File: config.mk
export PLATFORM = sky130hd
export DESIGN_NAME = if_fetch_queue
export DESIGN_NICKNAME = d
export VERILOG_FILES = /design/src/rtl/if_fetch_queue.sv
export SDC_FILE = /design/constraint.sdc
export NUM_CORES = 1
export LEC_CHECK = 0
export BUFFER_PORTS_ARGS = -buffer_cell sky130_fd_sc_hd__buf_2
export CELL_PAD_IN_SITES_DETAIL_PLACEMENT = 0
export CELL_PAD_IN_SITES_GLOBAL_PLACEMENT = 2
export CORE_MARGIN = 2
export CORE_UTILIZATION = 47
export DETAILED_ROUTE_END_ITERATION = 16
export PLACE_DENSITY = 0.88
export SYNTH_ARGS = -nofsm -noshare
export SYNTH_HDL_FRONTEND = slang
export SYNTH_SLANG_ARGS = --single-unit
File: constraint.sdc
create_clock -name clk -period 7 [get_ports clk]
set_clock_uncertainty 0.15 [all_clocks]
set_input_delay 1.05 -clock clk [delete_from_list [all_inputs] [get_ports clk]]
set_output_delay 1.05 -clock clk [all_outputs]
set_load 0.01 [all_outputs]
File: src/rtl/if_fetch_queue.sv
// Instruction fetch queue: circular FIFO of {pc, inst} pairs between fetch and decode.
// Optional zero-latency empty-queue bypass enabled by defining IF_FETCH_QUEUE_BYPASS_EN.
module if_fetch_queue #(
    parameter int DEPTH = 4,
    parameter int AW    = 2
) (
    input  logic          clk,
    input  logic          rst,
    input  logic          flush,
    input  logic          in_valid,
    input  logic [31:0]   in_pc,
    input  logic [31:0]   in_inst,
    output logic          in_ready,
    output logic          out_valid,
    output logic [31:0]   out_pc,
    output logic [31:0]   out_inst,
    input  logic          out_ready,
    output logic [AW:0]   count
);

    localparam logic [AW:0] FULL_CNT = (AW+1)'(DEPTH);

    logic [31:0]   r_pc_mem   [DEPTH];
    logic [31:0]   r_inst_mem [DEPTH];
    logic [AW-1:0] r_wr_ptr;
    logic [AW-1:0] r_rd_ptr;
    logic [AW:0]   r_count;

    logic w_empty;
    logic w_full;
    logic w_bypass;
    logic w_push;
    logic w_pop;

    assign w_empty = (r_count == '0);
    assign w_full  = (r_count == FULL_CNT);

`ifdef IF_FETCH_QUEUE_BYPASS_EN
    assign w_bypass = w_empty & in_valid & ~flush & ~rst;
`else
    assign w_bypass = 1'b0;
`endif

    // A bypassed instruction taken by decode in the same cycle never enters storage
    assign w_push = in_valid & ~w_full & ~flush & ~(w_bypass & out_ready);
    assign w_pop  = ~w_empty & out_ready & ~flush;

    assign in_ready  = ~w_full;
    assign count     = r_count;
    assign out_valid = ~w_empty | w_bypass;

    always_comb begin
        out_pc   = 32'd0;
        out_inst = 32'd0;
        if (w_bypass) begin
            out_pc   = in_pc;
            out_inst = in_inst;
        end else if (!w_empty) begin
            out_pc   = r_pc_mem[r_rd_ptr];
            out_inst = r_inst_mem[r_rd_ptr];
        end
    end

    always_ff @(posedge clk or posedge rst) begin
        if (rst) begin
            r_wr_ptr <= '0;
            r_rd_ptr <= '0;
            r_count  <= '0;
        end else if (flush) begin
            r_wr_ptr <= '0;
            r_rd_ptr <= '0;
            r_count  <= '0;
        end else begin
            if (w_push)
                r_wr_ptr <= r_wr_ptr + AW'(1);
            if (w_pop)
                r_rd_ptr <= r_rd_ptr + AW'(1);
            if (w_push && !w_pop)
                r_count <= r_count + (AW+1)'(1);
            else if (w_pop && !w_push)
                r_count <= r_count - (AW+1)'(1);
        end
    end

    // Storage carries data only, so it is left out of reset
    always_ff @(posedge clk) begin
        if (w_push) begin
            r_pc_mem[r_wr_ptr]   <= in_pc;
            r_inst_mem[r_wr_ptr] <= in_inst;
        end
    end

endmodule

---- Word-level counts from Yosys, hierarchy flattened ----
Memories as Yosys holds them, arrays and structs flattened.
Cells that the tools add are included.
storage, ports and cells
  memory bits (writable) .................. 256
  memory bits (read-only) ................. 0
  latch bits .............................. 0
  memories ................................ 2
  output and inout port bits .............. 69
  register bits after elaboration ......... 7
  input bits .............................. 69
  logic and storage cells ................. 36
memory list
  name        words  bits a word  read ports  clocked after Yosys merged registers in  write ports  RTL line  RTL
  r_inst_mem  4      32           1           0                                        1            24        logic [31:0] r_inst_mem [DEPTH];
  r_pc_mem    4      32           1           0                                        1            23        logic [31:0] r_pc_mem [DEPTH];
cells by class
  add/sub/neg operators ................... 4
  magnitude comparators ................... 0
  multiplexer cells ....................... 11
  shifts and indexed selects .............. 0
  equal/unequal tests ..................... 1
  $mul .................................... 0
  reductions and logical operators ........ 8
  bitwise gates (word level) .............. 7
  div/mod/pow operators ................... 0
operators by type and width
  operator                                                             count
  32-bit 2-to-1 mux                                                    2
  3-bit 2-to-1 mux                                                     3
  2-bit 2-to-1 mux                                                     4
  2-bit by 1-bit adder with 2-bit output (second input constant)       2
  1-bit bitwise AND                                                    4
  2-bit nonzero test                                                   2
  3-bit by 1-bit adder with 3-bit output (second input constant)       1
  3-bit == test (second input constant)                                1
  3-bit logical NOT                                                    1
  1-bit NOT                                                            3
  3-bit nonzero test                                                   1
  3-bit by 1-bit subtractor with 3-bit output (second input constant)  1
  1-bit logical AND                                                    2
  1-bit logical NOT                                                    2
  1-bit 2-to-1 mux                                                     2

---- Longest topological paths before layout ----
  depth after elaboration ................. 9
  depth in mapped cells ................... 10
  depth with buffers taken out ............ 9

---- Worst setup path before layout ----
OpenSTA, ideal clock, no wires.
  path type ............................... input to register
  start ................................... in in_valid
  end ..................................... mem r_inst_mem[0][0], enable pin
  arrival time ............................ 3.012 ns
  slack ................................... 3.410 ns
  buffers on the path ..................... 1
  stages on the path ...................... 4
  cells stage by stage .................... buf_2 > nand2_2 > nor2_1 > and2_1
on the way
  longest elaborated chain between the ends .. 4
RTL lines
  what                                    RTL line  RTL
  from (decl)                             10        input logic in_valid,
  1-bit bitwise AND (2 in a row)          45        assign w_push = in_valid & ~w_full & ~flush & ~(w_bypass & out_ready);
  1-bit 2-to-1 mux                        87        if (w_push) begin
  1-bit 2-to-1 mux (not written as such)  89        r_inst_mem[r_wr_ptr] <= in_inst;
  to (decl)                               24
Every way passes these cells.

---- Worst setup path after layout ----
  start ................................... reg r_rd_ptr[0]
  end ..................................... out out_inst[0]
on the way
  longest elaborated chain between the ends .. 2
RTL lines
  what                    RTL line  RTL
  from (decl)             26        logic [AW-1:0] r_rd_ptr;
  from (signal assigned)  77        r_rd_ptr <= r_rd_ptr + AW'(1);
  memory read 4 x 32 bit  --
  32-bit 2-to-1 mux       58        end else if (!w_empty) begin
  to (decl)               16        output logic [31:0] out_inst,
Every way passes these cells.

==> out/qor.txt <==
Avg Inst Size Synth -> 21.89 um^2
Syn-to-layout area delta -> 17.64%
most common cell after layout, fill and taps aside -> edfxtp_1
initial antenna violation count -> 2
normalized max-slew margin -> 0.3228
Via density -> 5.412
hpwl dp -> 10280 um
GPL Wtd Cong -> 0.7406
synthesized flop and latch total -> 263
clock tree buffer depth -> 3
Max Cap Viol -> 0
Ports -> 138
later-pin clock latency in the skew report -> 0.52 ns
Max VDD drop -> 0.0002671 V
clock network fraction of total power -> 0.315
drt pass-1 iters -> 6
# resized after CTS -> 0
Max Slew Vio Count -> 0
Fin Setup TNS -> 0 ns
Cell Area, Synth -> 0.01020 mm^2
Synth cell types -> 30
routed len/inst -> 20.36 um
Overflow after GRT -> 0
Max Fclk -> 0.2376 GHz
Die H -> 151.3 um
CTS tree -> yes
syn_nets -> 540
Initial DRC Count -> 181
Sinks on Clock Net -> 263
CP Capture Type -> output pin
switching pwr -> 1236 uW
Int Power -> 3264 uW
first-pass GRT wire length -> 28160 um
Final Hold Vio Count -> 0
DIE WIDTH -> 151.3 um
Top Metal Used -> met5
clock-pin slew on the worst setup and hold paths -> 0.06 ns
crit path DAT -> 3.01 ns
Synth Warn # -> 0
H-tree levels -> 1
WL met2 -> 9186 um
Slew @ Worst Pin -> 1.016 ns
Tot Pwr -> 4500 uW
IO Port Bufs -> 137
antenna-violating nets left -> 0
worst hold path type -> input port to async pin
cts bufs inserted -> 27
detailed-route wire length -> 18420 um
DRC errors left -> 0
CTS Hold Bufs -> 0
Root Buffer -> clkbuf_16
Rows -> 53
Cells after Synth -> 466
vias in the first global route -> 5236
pre-CTS WS -> 3.224 ns
fin crit share -> 0.6014
Finished Cell Area -> 0.01200 mm^2
critical path peak fanout -> 35
Final min period -> 4.209 ns
Final setup viols -> 0
combinational power share -> 0.253
required time of the worst setup path -> 5.80 ns
Switching Share -> 0.2747
share of layout cells above drive strength 1 -> 0.3965
Final Util -> 0.5672
crit start category -> flip-flop
Routed met1 length -> 7528 um
commonest cells after routing, fill and taps aside -> edfxtp_1 (256), buf_2 (137), and2_1 (65), mux4_2 (64), clkbuf_16 (27)
Seq/Total Area, Yosys -> 0.7709
final setup margin -> 2.791 ns
Nets -> 682
pin count of the biggest net entering global routing -> 69
Core Area -> 0.02115 mm^2
Flop pwr share -> 0.432
post-CTS setup buffers -> 0
wire length on met3 -> 1352 um
Critical Setup Path Class -> flip-flop to output pin
Power Density -> 375.0 mW/mm^2
DR vias -> 4898
Fillers -> 1601
RSZ-0062 raised after global routing -> no
Initial Utilization -> 0.4822
die area -> 0.02290 mm^2
placed instance area -> 0.01110 mm^2
GRT Total Usage -> 0.1634
P_leak -> 0.004112 uW
status -> finished, final reports clean
==> Yosys cell counts <==
cell type	count	area, um^2
edfxtp_1	256	7687
and2_1	69	431.7
mux4_2	64	1441
clkbuf_1	9	33.78
buf_2	8	40.04
dfrtp_1	7	175.2
buf_6	6	67.56
inv_1	6	22.52
nor2_1	6	22.52
ha_1	4	50.05
nand2_1	4	15.01
xor2_1	4	35.03
a21oi_1	2	10.01
buf_4	2	15.01
nand3_1	2	10.01
o22ai_1	2	12.51
xnor2_1	2	17.52
a21boi_0	1	7.510
a221oi_1	1	8.760
a311oi_1	1	8.760
a32oi_1	1	8.760
fa_1	1	20.02
nand2_2	1	6.260
nand2b_1	1	6.260
nand3b_1	1	7.510
nor3_1	1	5.000
o21ai_0	1	5.000
o2bb2ai_1	1	8.760
or3_4	1	11.26
or3b_1	1	8.760
==> critical path, cell delays in order, from the launching register on <==
cell and delay (ns):
dfrtp_4 0.85, buf_4 0.70, mux4_2 0.60, and2_1 0.19
buf_2 0.14
==> layout make-up <==
type	instances	area [um^2]	share of cell area
Clock inverter	9	131.4	0.01095
Timing Repair Buffer	138	693.2	0.05777
Clock buffer	40	764.5	0.06371
Multi-Input combinational cell	172	2168	0.1807
Inverter	6	22.52	0.001877
Antenna cell	2	5.005	0.0004171
Tap cell	275	344.1	0.02868
Sequential cell	263	7870	0.6559
==> cell families after synthesis <==
family | Yosys count | synth area share
flip-flops | 263 | 0.7709
XOR/XNOR | 6 | 0.005152
adder cells (fa/ha/maj) | 5 | 0.006870
buffers and inverters | 31 | 0.01754
AO/OA/AOI/OAI | 10 | 0.006870
AND/OR/NAND/NOR | 87 | 0.05140
multiplexers | 64 | 0.1413
==> power groups by stage <==
stage / Clock, uW / Sequential, uW / Combinational (uW)
2_1_floorplan: 0 / 1900 / 844
3_3_place_gp: 0 / 1980 / 1150
3_5_place_dp: 0 / 1980 / 1160
4_1_cts: 1450 / 1950 / 1170
5_1_grt: 1510 / 1970 / 1250
6_report: 1420 / 1940 / 1140
==> metrics by stage <==
stage               std cells  hold WS (ns)
CTS                       903        0.3050
global route              903        0.3283
detailed placement        854        0.4588
floorplan                 466        0.3925
global placement          854        0.4085
finish                    905        0.3165
==> flip-flops by register name, summed over array words and instances, names as in the netlist <==
register	count
r_inst_mem	128
r_wr_ptr	2
count	3
r_pc_mem	128
r_rd_ptr	2
==> metal layers <==
layer  vias up  global-route usage
met5         -                   0
met4         2             0.03692
met3        28             0.04608
met2       155              0.2744
met1      2547              0.2145
li1       2166                   -
==> final timing paths <==
path	startpoint	cells past startpoint	end	slack, ns
setup / recovery	r_rd_ptr[0]$_DFFE_PP0P_	4	out_inst[0]	2.79
hold / removal	rst	2	r_rd_ptr[0]$_DFFE_PP0P_	0.32
setup reg to reg	count[0]$_DFFE_PP0P_	7	count[1]$_DFFE_PP0P_	4.07
hold reg to reg	r_wr_ptr[1]$_DFFE_PP0P_	2	r_wr_ptr[1]$_DFFE_PP0P_	0.49
max in group asynchronous	rst	2	r_rd_ptr[1]$_DFFE_PP0P_	6.14
min in group clk	r_wr_ptr[1]$_DFFE_PP0P_	2	r_wr_ptr[1]$_DFFE_PP0P_	0.49
No activity file was read; power rests on OpenSTA's default activity.
